**config.mk**
```make
export PLATFORM = sky130hd
export DESIGN_NAME = i2s_audio_port
export DESIGN_NICKNAME = d
export VERILOG_FILES = /design/src/rtl/i2s_pkg.sv /design/src/rtl/i2s_sync_edge.sv /design/src/rtl/i2s_audio_port.sv
export SDC_FILE = /design/constraint.sdc
export NUM_CORES = 1
export LEC_CHECK = 0
export CAP_MARGIN = 20
export CORE_MARGIN = 4
export CORE_UTILIZATION = 58
export DETAILED_ROUTE_END_ITERATION = 7
export HOLD_SLACK_MARGIN = 0.06
export MAX_ROUTING_LAYER = met4
export PLACE_DENSITY = 0.84
export SLEW_MARGIN = 10
export SYNTH_ARGS = -nofsm -noshare
export SYNTH_HDL_FRONTEND = slang
export SYNTH_HIERARCHICAL = 1
export SYNTH_SLANG_ARGS = --single-unit
```
**constraint.sdc**
```tcl
create_clock -name clk -period 6 [get_ports clk]
set_input_delay 0.6 -clock clk [delete_from_list [all_inputs] [get_ports clk]]
set_output_delay 0.6 -clock clk [all_outputs]
set_load 0.01 [all_outputs]
```
**src/rtl/i2s_pkg.sv**
```systemverilog
// Shared types and constants for the I2S audio port.
// Slot encoding matches the LRCLK level: low = left, high = right.
package i2s_pkg;

    typedef enum logic {
        SLOT_LEFT  = 1'b0,
        SLOT_RIGHT = 1'b1
    } slot_e;

    localparam int DEF_SAMPLE_W = 16;
    localparam int DEF_SLOT_W   = 32;
    localparam int MIN_SCLK_DIV = 8;

    function automatic int cnt_width(input int slot_w);
        return $clog2(slot_w + 1);
    endfunction

endpackage

```
**src/rtl/i2s_sync_edge.sv**
```systemverilog
// Brings the codec's SCLK/LRCLK/DIN into the system domain and turns SCLK
// edges into single-cycle strobes, with LRCLK/DIN aligned to those strobes.
module i2s_sync_edge #(
    parameter int SYNC_STAGES = 2
) (
    input  logic clk,
    input  logic reset_n,
    input  logic sclk,
    input  logic lrclk,
    input  logic din,
    output logic lrclk_sync,
    output logic din_sync,
    output logic sclk_rise,
    output logic sclk_fall
);

    logic [SYNC_STAGES-1:0] sclk_pipe;
    logic [SYNC_STAGES-1:0] lrclk_pipe;
    logic [SYNC_STAGES-1:0] din_pipe;
    logic                   sclk_prev;

    // The strobes are registered, so LRCLK/DIN get one matching extra flop.
    always_ff @(posedge clk or negedge reset_n) begin
        if (!reset_n) begin
            sclk_pipe  <= '0;
            lrclk_pipe <= '0;
            din_pipe   <= '0;
            sclk_prev  <= 1'b0;
            sclk_rise  <= 1'b0;
            sclk_fall  <= 1'b0;
            lrclk_sync <= 1'b0;
            din_sync   <= 1'b0;
        end else begin
            sclk_pipe  <= {sclk_pipe[SYNC_STAGES-2:0], sclk};
            lrclk_pipe <= {lrclk_pipe[SYNC_STAGES-2:0], lrclk};
            din_pipe   <= {din_pipe[SYNC_STAGES-2:0], din};
            sclk_prev  <= sclk_pipe[SYNC_STAGES-1];
            sclk_rise  <= sclk_pipe[SYNC_STAGES-1] & ~sclk_prev;
            sclk_fall  <= ~sclk_pipe[SYNC_STAGES-1] & sclk_prev;
            lrclk_sync <= lrclk_pipe[SYNC_STAGES-1];
            din_sync   <= din_pipe[SYNC_STAGES-1];
        end
    end

endmodule

```
**src/rtl/i2s_audio_port.sv**
```systemverilog
// I2S slave engine: codec drives SCLK/LRCLK; receives L/R samples and
// transmits a held L/R pair (software-supplied or looped back) MSB first.
//   slot       | meaning
//   SLOT_LEFT  | LRCLK low, left sample shifting in/out
//   SLOT_RIGHT | LRCLK high, right sample shifting in/out
module i2s_audio_port
    import i2s_pkg::*;
#(
    parameter int SAMPLE_W    = DEF_SAMPLE_W,
    parameter int SLOT_W      = DEF_SLOT_W,
    parameter int SYNC_STAGES = 2
) (
    input  logic                clk,
    input  logic                reset_n,
    input  logic                i2s_sclk,
    input  logic                i2s_lrclk,
    input  logic                i2s_din,
    output logic                i2s_dout,
    input  logic                loopback,
    input  logic [SAMPLE_W-1:0] tx_left,
    input  logic [SAMPLE_W-1:0] tx_right,
    output logic                tx_ready,
    output logic [SAMPLE_W-1:0] rx_left,
    output logic [SAMPLE_W-1:0] rx_right,
    output logic                rx_valid,
    output logic                locked,
    output logic                frame_err,
    input  logic                err_clr
);

    localparam int               CNT_W      = cnt_width(SLOT_W);
    localparam logic [CNT_W-1:0] CNT_MAX    = CNT_W'(SLOT_W);
    localparam logic [CNT_W-1:0] SAMPLE_CNT = CNT_W'(SAMPLE_W);
    localparam logic [CNT_W-1:0] CNT_ONE    = CNT_W'(1);

    logic lrclk_s;
    logic din_s;
    logic sclk_rise;
    logic sclk_fall;

    i2s_sync_edge #(
        .SYNC_STAGES(SYNC_STAGES)
    ) u_sync (
        .clk       (clk),
        .reset_n   (reset_n),
        .sclk      (i2s_sclk),
        .lrclk     (i2s_lrclk),
        .din       (i2s_din),
        .lrclk_sync(lrclk_s),
        .din_sync  (din_s),
        .sclk_rise (sclk_rise),
        .sclk_fall (sclk_fall)
    );

    slot_e               slot_q;
    slot_e               slot_s;
    slot_e               slot_d;
    logic [CNT_W-1:0]    bit_cnt;
    logic [CNT_W-1:0]    cnt_next;
    logic [CNT_W-1:0]    cnt_d;
    logic                new_slot;
    logic                left_start;
    logic                capture;
    logic                publish;
    logic                pub_pending;
    logic                err_set;
    logic                tx_bit;
    logic [SAMPLE_W-1:0] shift_left;
    logic [SAMPLE_W-1:0] shift_right;
    logic [SAMPLE_W-1:0] hold_left;
    logic [SAMPLE_W-1:0] hold_right;
    logic [SAMPLE_W-1:0] tx_word;
    logic [SAMPLE_W-1:0] tx_shifted;

    always_ff @(posedge clk or negedge reset_n) begin
        if (!reset_n) begin
            slot_q  <= SLOT_LEFT;
            bit_cnt <= '0;
        end else begin
            slot_q  <= slot_d;
            bit_cnt <= cnt_d;
        end
    end

    always_comb begin
        slot_s     = slot_e'(lrclk_s);
        new_slot   = (slot_s != slot_q);
        cnt_next   = bit_cnt;
        slot_d     = slot_q;
        cnt_d      = bit_cnt;
        if (new_slot) begin
            cnt_next = '0;
        end else if (bit_cnt != CNT_MAX) begin
            cnt_next = bit_cnt + CNT_ONE;
        end
        if (sclk_rise) begin
            slot_d = slot_s;
            cnt_d  = cnt_next;
        end
        left_start = sclk_rise && new_slot && (slot_s == SLOT_LEFT);
        capture    = sclk_rise && (cnt_next >= CNT_ONE) && (cnt_next <= SAMPLE_CNT);
        publish    = capture && (slot_s == SLOT_RIGHT) && (cnt_next == SAMPLE_CNT) && locked;
        // Flag only the transition into saturation so err_clr can stick
        // even while the slot overrun continues.
        err_set    = sclk_rise && (cnt_next == CNT_MAX) && (bit_cnt != CNT_MAX);
    end

    always_comb begin
        tx_word    = (slot_q == SLOT_LEFT) ? hold_left : hold_right;
        tx_shifted = tx_word << bit_cnt;
        tx_bit     = 1'b0;
        if (locked && (bit_cnt < SAMPLE_CNT)) begin
            tx_bit = tx_shifted[SAMPLE_W-1];
        end
    end

    always_ff @(posedge clk or negedge reset_n) begin
        if (!reset_n) begin
            locked      <= 1'b0;
            tx_ready    <= 1'b0;
            rx_valid    <= 1'b0;
            pub_pending <= 1'b0;
            rx_left     <= '0;
            rx_right    <= '0;
            shift_left  <= '0;
            shift_right <= '0;
            hold_left   <= '0;
            hold_right  <= '0;
            i2s_dout    <= 1'b0;
            frame_err   <= 1'b0;
        end else begin
            tx_ready    <= left_start;
            pub_pending <= publish;
            rx_valid    <= pub_pending;
            if (pub_pending) begin
                rx_left  <= shift_left;
                rx_right <= shift_right;
            end
            if (left_start) begin
                locked     <= 1'b1;
                hold_left  <= loopback ? rx_left  : tx_left;
                hold_right <= loopback ? rx_right : tx_right;
            end
            if (capture) begin
                if (slot_s == SLOT_LEFT) begin
                    shift_left <= {shift_left[SAMPLE_W-2:0], din_s};
                end else begin
                    shift_right <= {shift_right[SAMPLE_W-2:0], din_s};
                end
            end
            if (sclk_fall) begin
                i2s_dout <= tx_bit;
            end
            if (err_set) begin
                frame_err <= 1'b1;
            end else if (err_clr) begin
                frame_err <= 1'b0;
            end
        end
    end

endmodule
```
== After elaboration in Yosys (flattened, before gate mapping) ==
Cells that the tools add are included.

* Equal/unequal tests: 4
* Multiplexer cells: 8
* Add/sub/neg operators: 1
* Bitwise logic cells: 5
* Reduce and logical (&&, ||, !) cells: 13
* Magnitude comparators: 3
* Shift operators: 1
* Div/mod/pow operators: 0
* $mul: 0

{| class="wikitable"
|+ Operator list
! kind !! count
|-
| 16-bit 2-to-1 mux || 3
|-
| 16-bit by 6-bit << shifter with 16-bit output || 1
|-
| 6-bit 2-to-1 mux || 2
|-
| 1-bit logical AND || 10
|-
| 6-bit by 1-bit adder with 6-bit output, second input constant || 1
|-
| 6-bit by 5-bit equality test with 1-bit output, second input constant || 1
|-
| 6-bit equality test, second input constant || 1
|-
| 6-bit by 1-bit >= comparator with 1-bit output, second input constant || 1
|-
| 6-bit by 5-bit less-or-equal comparator with 1-bit output, second input constant || 1
|-
| 6-bit by 5-bit less-than comparator with 1-bit output, second input constant || 1
|-
| 6-bit inequality test, second input constant || 1
|-
| 2-bit AND reduction || 2
|-
| 1-bit 2-to-1 mux || 3
|-
| 1-bit NOT || 3
|-
| 1-bit AND || 2
|-
| 2-bit nonzero test || 1
|-
| 1-bit inequality test || 1
|}

* ROM bits: 0
* Word-level logic and storage cells: 57
* Input port bits: 39
* Memories: 0
* Register bits after elaboration: 120
* RAM bits: 0
* Latch bits: 0

== Depth between registers and ports, before layout ==
Gate-level depths: netlist (run 1).

* Depth in word-level cells: 9
* Mapped depth: 9

== By module ==
Netlist (run 1), hierarchy kept.

{| class="wikitable"
|+ Modules (own cells, without submodules)
! module !! area each (sq um) !! times used !! cells each
|-
| i2s_audio_port || 4964.8 || 1 || 379
|-
| i2s_sync_edge || 290.3 || 1 || 13
|}

== Least setup slack after synthesis (run 1) ==
OpenSTA, ideal clock, no wires.

* Path type: register to register
* From: reg bit_cnt[1]
* To: reg shift_left[10]
* Period minus slack after synthesis: 2.355 ns
* Setup time: 0.125 ns
* Data arrival time: 2.230 ns
* Stages on the path, launching flop included: 9
* Buffers on the path: 2
* Setup slack: 3.645 ns
* Cells stage by stage: dfrtp_1 > buf_2 > inv_1 > ha_1 > nor4b_2 > a31oi_4 > mux2i_4 > buf_6 > mux2_4

* Word-level cells in the longest chain between the ends: 7
* Elaborated cells between the ends (all ways): 9

{| class="wikitable"
|+ Ends and longest elaborated chain
! item !! line !! source
|-
| start, declared || i2s_audio_port.sv:58 || <nowiki>logic [CNT_W-1:0] bit_cnt;</nowiki>
|-
| start signal, assigned || i2s_audio_port.sv:81 || <nowiki>bit_cnt <= cnt_d;</nowiki>
|-
| 6-bit by 1-bit adder with 6-bit output / 6-bit inequality test (equally long branches) || i2s_audio_port.sv:94, i2s_audio_port.sv:93 ||
|-
| 6-bit 2-to-1 mux * || i2s_audio_port.sv:93 || <nowiki>end else if (bit_cnt != CNT_MAX) begin</nowiki>
|-
| 6-bit 2-to-1 mux * || i2s_audio_port.sv:91 || <nowiki>if (new_slot) begin</nowiki>
|-
| 6-bit by 1-bit >= comparator with 1-bit output || i2s_audio_port.sv:101 || <nowiki>capture = sclk_rise && (cnt_next >= CNT_ONE) && (cnt_next <= SAMPLE_CNT);</nowiki>
|-
| 1-bit logical AND || i2s_audio_port.sv:101 ||
|-
| 1-bit logical AND * || i2s_audio_port.sv:101 ||
|-
| 2-bit AND reduction (no line) * || -- ||
|-
| end signal, assigned || i2s_audio_port.sv:146 || <nowiki>shift_left <= {shift_left[SAMPLE_W-2:0], din_s};</nowiki>
|-
| end, declared || i2s_audio_port.sv:68 || <nowiki>logic [SAMPLE_W-1:0] shift_left;</nowiki>
|}

Mark *: on every way between the ends. The rest lies on a longest branch, timed or not.
A chain may end at the register's enable or synchronous reset.

== Worst setup path in the final report (run 1) ==
* From: reg bit_cnt[0]
* To: reg shift_right[1]

* Word-level cells in the longest chain between the ends: 7
* Elaborated cells between the ends (all ways): 9

{| class="wikitable"
|+ Ends and longest elaborated chain
! item !! line !! source
|-
| 6-bit by 1-bit adder with 6-bit output / 6-bit inequality test (equally long branches) || i2s_audio_port.sv:94, i2s_audio_port.sv:93 ||
|-
| 6-bit 2-to-1 mux * || i2s_audio_port.sv:93 ||
|-
| 6-bit 2-to-1 mux * || i2s_audio_port.sv:91 ||
|-
| 6-bit by 1-bit >= comparator with 1-bit output || i2s_audio_port.sv:101 ||
|-
| 1-bit logical AND || i2s_audio_port.sv:101 ||
|-
| 1-bit logical AND * || i2s_audio_port.sv:101 ||
|-
| 2-bit AND reduction (no line) * || -- ||
|-
| end signal, assigned || i2s_audio_port.sv:148 || <nowiki>shift_right <= {shift_right[SAMPLE_W-2:0], din_s};</nowiki>
|-
| end, declared || i2s_audio_port.sv:69 || <nowiki>logic [SAMPLE_W-1:0] shift_right;</nowiki>
|}

Marked as above.

==> qor.yml, run 1 <==
status: "complete, no violations"
synth_top_family_by_area: "multiplexers"
finalCritPeriodShare_pct: 50.5
syn-num-nets: 433
final_nets: 507
grt_pass1_wl_mm: 18.7
slew_viol_final: 0
placedCellCount: 555
multi_input_area_um2: 2110
netlist_area_um2: 5260
clk-insertion-delay-late_ns: 0.51
n_fill_cell: 529
ant_nets: 0
grt_start_max_net_pins: 76
synthSimpleGateAreaFrac_pct: 7.12
cts_setup_buffers: 0
clock_skew_ns: 0.00753
regToRegSetupSlack_ns: 2.97
overflow: 0
startpoint_type: "flop"
total_power_mw: 2.34
synth_compound_area_share_pct: 5.67
gp_congestion: 0.904
die_width_um: 103
ys_ff_latch: 120
ys_types: 42
drc_errors: 0
required_ns: 6.39
drv_cap: 0
holdBufCountCts: 0
grt_pass1_vias: 3699
setup_viol_count_final: 0
drt_first_pass_iters: 5
ys_warn_count: 6
vias_per_cell: 5.78
irDropWorstVdd_mv: 0.204
grt_use_total_pct: 24.1
drt-met1-wl_mm: 4.75
htreeDepth: 4
start_util_pct: 60.0
met2_length_mm: 5.77
critPathSlowestCell: "dfrtp_1"
areaGrowthSynthToFinish_pct: 26.7
port_buffers: 75
wl_mm: 11.3
antenna_found_initial: 0
clk_path_buf_depth: 2
end_kind: "flop"
numCtsBuffers: 17
power.leakage_nw: 3.09
synthCells: 392
crit_path_max_incr_delay_ns: 0.72
die_h_um: 103
cts-root-buf: "clkbuf_8"
clkTransAtPathRegs_ns: 0.06
path_cells: "inv_2 > ha_1 > nor4b_2 > a31oi_4 > mux2i_4 > mux2_2"
place_area_um2: 6040
die_area_um2: 10600
finalNonFillerCells: 587
final.min_clock_period_ns: 3.03
vias: 3390
fmax_mhz: 330
dp_hpwl_mm: 7.52
rsz0062_at_grt: "false"
final_area_um2: 6660
core_area_um2: 8760
tns_ns: 0
drive_gt1_share_pct: 24.0
cp.arrival_ns: 3.42
antennaDiodeCount: 0
async_flop_share_pct: 100
cts_resized: 0
wl_per_cell_um: 19.2
synthMuxAreaShare_pct: 26.0
clkSinkCount: 120
synth_xor_area_share_pct: 1.00
ys_seq_area_share_pct: 57.1
wl_met3_um: 566
synthAdderAreaFrac_pct: 0.476
synthFlopType: "dfrtp_1"
worst-path-max-fanout: 16
hold_violations: 0
hold_path_class: "input port to async pin"
worst_pin_slew_ns: 0.982
crit_type: "flop to flop"
ios: 76
max_slew_margin_pct: 34.6
num_rows: 34
power_density_nw_per_um2: 351
top_layer: "met4"
regArea_um2: 3000
syn_area_per_cell_um2: 13.4
cts_tree: "done"
synth_edf_count: 0
initialDrtViolationCount: 200
==> through the flow <==
stage	hold WS [ns]	worst slack [ns]	utilization, %
after CTS	0.0990	2.97	76.0
after floorplan	0.304	3.65	-
after global placement	0.333	3.14	69.0
after detailed placement	0.336	3.03	69.0
final	0.0882	2.97	76.0
after global routing	0.122	2.80	76.0
==> cell usage in the layout, fill, tap and decap left out, types with 3 or more instances in the layout <==
cell type,netlist,layout
clkbuf_16,0,16
mux2i_1,32,32
dfrtp_1,120,120
inv_6,0,4
mux2_1,7,7
xnor2_1,5,5
buf_4,0,4
bufinv_16,0,3
clkinv_4,0,4
nor2_1,4,4
o21ai_0,39,39
inv_1,4,4
clkdlybuf4s50_1,0,73
nand2b_1,3,3
mux4_2,8,8
mux2_4,20,20
nand2_1,43,43
nand3_1,6,6
nand4_1,3,3
inv_2,3,3
nor4_1,3,3
mux2_2,39,39
==> power by group <==
part | switching [mW] | leakage, nW | internal (mW) | total [mW]
combinational | 0.126 | 1.19 | 0.152 | 0.278
clock | 0.389 | 0.305 | 0.656 | 1.05
sequential | 0.0997 | 1.59 | 0.914 | 1.01
total | 0.616 | 3.09 | 1.72 | 2.34
==> synthesized netlist by cell type (3+ instances only) <==
cell type,instances,share of area (%)
buf_1,5,0.36
buf_2,3,0.29
buf_6,3,0.64
clkbuf_1,12,0.86
dfrtp_1,120,57
inv_1,4,0.29
inv_2,3,0.21
mux2_1,7,1.5
mux2_2,39,8.4
mux2_4,20,5.7
mux2i_1,32,6.1
mux4_2,8,3.4
nand2_1,43,3.1
nand2b_1,3,0.36
nand3_1,6,0.57
nand4_1,3,0.36
nor2_1,4,0.29
nor4_1,3,0.36
o21ai_0,39,3.7
xnor2_1,5,0.83
==> final timing paths <==
kind	start	end	cells past startpoint
min in group clk	u_sync/lrclk_pipe[1]	u_sync/lrclk_sync	0
hold / removal	reset_n	shift_left[12]	1
setup reg to reg	bit_cnt[0]	shift_right[1]	6
hold reg to reg	u_sync/lrclk_pipe[1]	u_sync/lrclk_sync	0
max in group asynchronous	reset_n	shift_right[14]	2
setup / recovery	bit_cnt[0]	shift_right[1]	6
==> state kept, by name, summed over array words and instances (netlist names) <==
register,cells
u_sync/sclk_fall,1
frame_err,1
u_sync/sclk_prev,1
rx_left,16
u_sync/sclk_pipe,2
shift_right,16
hold_right,16
slot_q,1
tx_ready,1
rx_valid,1
u_sync/sclk_rise,1
u_sync/din_sync,1
shift_left,16
i2s_dout,1
rx_right,16
u_sync/din_pipe,2
bit_cnt,6
locked,1
u_sync/lrclk_sync,1
u_sync/lrclk_pipe,2
pub_pending,1
hold_left,16
==> critical path, delay by kind of cell, from the launching register on <==
kind | cells | cell delay [ns]
compound gates | 1 | 0.20
simple gates | 1 | 0.42
flops | 1 | 0.72
fa+ha+maj | 1 | 0.38
buf+inv | 1 | 0.10
mux | 2 | 1.10
==> final cells by class <==
cell class	instances	area share, %
clock inverters	14	2.82
clock buffers	18	6.43
well taps	108	2.03
inverters	7	0.395
multi-input cells	242	31.7
flip-flops and latches	120	45.1
repair buffers	78	11.5
==> cell families after synthesis <==
group                    Yosys count
XOR/XNOR                           6
AND/OR/NAND/NOR                   74
flip-flops                       120
adder cells (fa/ha/maj)            2
AO/OA/AOI/OAI                     52
multiplexers                     108
buffers and inverters             30
==> per-layer routing <==
layer / vias up / track usage, %
met5: - / -
met4: 0 / 8.67
met3: 21 / 5.77
met2: 108 / 38.3
met1: 1712 / 30.3
li1: 1549 / -
No activity file was read; power rests on OpenSTA's default activity.
==> run 2, diff against run 1 <==
- CORE_UTILIZATION: 58 -> 54
- PLACE_DENSITY: 0.84 -> 0.79
- clock period: 6 -> 2.8 ns (I/O delays scaled with it)
==> run 2 against run 1 <==
Global-route usage decreased by 1.8 points. Core utilization fell by 4.2 points. Worst setup slack worse by 2.7 ns. Sequential share of layout area decreased by 0.47 points. Sequential cell count stayed put. Cell area increased by 1.1%. Clock power rose by 110%. Die area grew 6.8%. Register-to-register slack got worse by 2.7 ns. Critical endpoint is now shift_right[0]. First-iteration DRC count is 38% lower.
==> qor.yml, run 2 (same netlist as run 1, synthesis figures left out) <==
drc_errors: 0  # unchanged
required_ns: 3.19  # was 6.39 ns
hold_depth: 1
drt_first_pass_iters: 4  # was 5
cts-root-buf: "clkbuf_8"  # unchanged
final_util_pct: 71.8  # was 76.0%
ios: 76  # unchanged
die_area_um2: 11400  # was 10600 um^2
slew_viol_final: 0  # unchanged
finalCritPeriodShare_pct: 91.6  # was 50.5%
grt_pass1_vias: 3592  # was 3699
num_rows: 35  # was 34
vias_per_cell: 5.50  # was 5.78
wl_met3_um: 440  # was 566 um
crit_type: "flop to flop"  # unchanged
die_h_um: 107  # was 103 um
drv_cap: 0  # unchanged
final_common_cell: "dfrtp_1"  # unchanged
cts_setup_buffers: 0  # unchanged
crit_path_max_incr_delay_ns: 0.49  # was 0.72 ns
die_width_um: 107  # was 103 um
setup_viol_count_final: 0  # unchanged
worst-path-max-fanout: 16  # unchanged
final.min_clock_period_ns: 2.56  # was 3.03 ns
grt_pass1_wl_mm: 18.9  # was 18.7 mm
power_density_nw_per_um2: 734  # was 351 nW/um^2
cp_num_buf_inv: 2  # was 1
numCtsBuffers: 17  # unchanged
core_area_um2: 9370  # was 8760 um^2
hp-start: "i2s_din"
wl_per_cell_um: 18.5  # was 19.2 um
r2r_end: "shift_right[0]"  # was shift_right[1]
mostFrequentLayoutCells: "120 x dfrtp_1, 73 x clkdlybuf4s50_1, 43 x nand2_1"  # unchanged
fmax_mhz: 390  # was 330 MHz
path_cells: "inv_1 > ha_1 > nor4b_2 > a31oi_4 > mux2i_4 > buf_4 > mux2_2"  # was inv_2 > ha_1 > nor4b_2 > a31oi_4 > mux2i_4 > mux2_2
clk-insertion-delay-late_ns: 0.51  # about the same
ant_nets: 0  # unchanged
rr_worst_depth: 7  # was 6
vias: 3380  # was 3390
hold_violations: 0  # unchanged
overflow: 0  # unchanged
hold_slack_ns: 0.209  # was 0.0882 ns
total_power_mw: 4.94  # was 2.34 mW
status: "complete, no violations"  # unchanged
critPathSlowestCell: "dfrtp_1"  # unchanged
startpoint_type: "flop"  # unchanged
cp.arrival_ns: 2.96  # was 3.42 ns
met2_length_mm: 5.74  # was 5.77 mm
clkSinkCount: 120  # unchanged
drive_gt1_share_pct: 24.7  # was 24.0%
irDropWorstVdd_mv: 0.486  # was 0.204 mV
final_area_um2: 6730  # was 6660 um^2
whs_endpoint: "u_sync/din_pipe[0]"
clkTransAtPathRegs_ns: 0.06  # about the same
antennaDiodeCount: 0  # unchanged
hold_path_class: "input port to flop"  # was input port to async pin
worst_pin_slew_ns: 0.981  # was 0.982 ns
end_kind: "flop"  # unchanged
path_delay_family: "multiplexers"  # unchanged
place_area_um2: 6130  # was 6040 um^2
rr_startpoint: "bit_cnt[1]"  # was bit_cnt[0]
htreeDepth: 4  # unchanged
clk_path_buf_depth: 2  # unchanged
max_slew_margin_pct: 34.6  # about the same
antenna_found_initial: 0  # unchanged
final_nets: 513  # was 507
regToRegSetupSlack_ns: 0.24  # was 2.97 ns
port_buffers: 75  # unchanged
grt_use_total_pct: 22.3  # was 24.1%
wl_mm: 11.4  # was 11.3 mm
top_layer: "met4"  # unchanged
gp_congestion: 0.808  # was 0.904
initialDrtViolationCount: 125  # was 200
cts_tree: "done"  # unchanged
start_util_pct: 56.1  # was 60.0%
rsz0062_at_grt: "false"  # unchanged
tns_ns: 0  # unchanged
power.leakage_nw: 3.11  # was 3.09 nW
grt_start_max_net_pins: 56  # was 76
dp_hpwl_mm: 7.67  # was 7.52 mm
areaGrowthSynthToFinish_pct: 28.0  # was 26.7%
clock_skew_ns: 0.0105  # was 0.00753 ns
drt-met1-wl_mm: 5.07  # was 4.75 mm
## run 2: cell type report
cell class | count | area (um^2)
multi-input cells | 242 | 2110
clock buffers | 18 | 428
repair buffers | 84 | 838
fillers | 672 | 2640
clock inverters | 14 | 159
flip-flops and latches | 120 | 3000
inverters | 7 | 26.3
well taps | 129 | 161
## run 2: routing by layer
metal  track usage (%)  vias up
met3              5.72       13
met2              35.3       84
li1                  -     1552
met5                 -        -
met4              5.66        0
met1              29.2     1731
## run 2: what timing repair did
item | CTS | global route
gates resized for setup | 0 | 0
hold buffers | 1 | 0
endpoints found under the hold margin | 49 | 0
## run 2: how the worst max path moves through the flow
stage	slack, ns	startpoint	end	cells past startpoint
2_1_floorplan	0.45	bit_cnt[1]	shift_left[10]	8
3_3_place_gp	0.36	bit_cnt[1]	shift_right[4]	7
3_5_place_dp	0.26	bit_cnt[1]	shift_left[1]	7
4_1_cts	0.24	bit_cnt[1]	shift_right[0]	7
5_1_grt	0.13	bit_cnt[1]	shift_right[0]	7
6_report	0.24	bit_cnt[1]	shift_right[0]	7
## run 2: worst register-to-register path: cells and delay by family (launching register included)
kind | cells | cell delay (ns)
multiplexers | 2 | 0.59
flip-flops | 1 | 0.49
AO/OA/AOI/OAI | 1 | 0.20
AND/OR/NAND/NOR | 1 | 0.36
adder cells (fa/ha/maj) | 1 | 0.35
buffers and inverters | 2 | 0.46
## run 2: where the power goes
| part | internal (mW) | switching, mW |
|---|---|---|
| sequential | 1.96 | 0.180 |
| combinational | 0.339 | 0.298 |
| clock | 1.31 | 0.850 |
| total | 3.61 | 1.33 |
## run 2: metrics by stage
step	instances	setup slack [ns]
2_1_floorplan	392	0.445
3_3_place_gp	581	0.361
3_5_place_dp	581	0.256
4_1_cts	614	0.244
5_1_grt	614	0.134
6_report	614	0.236
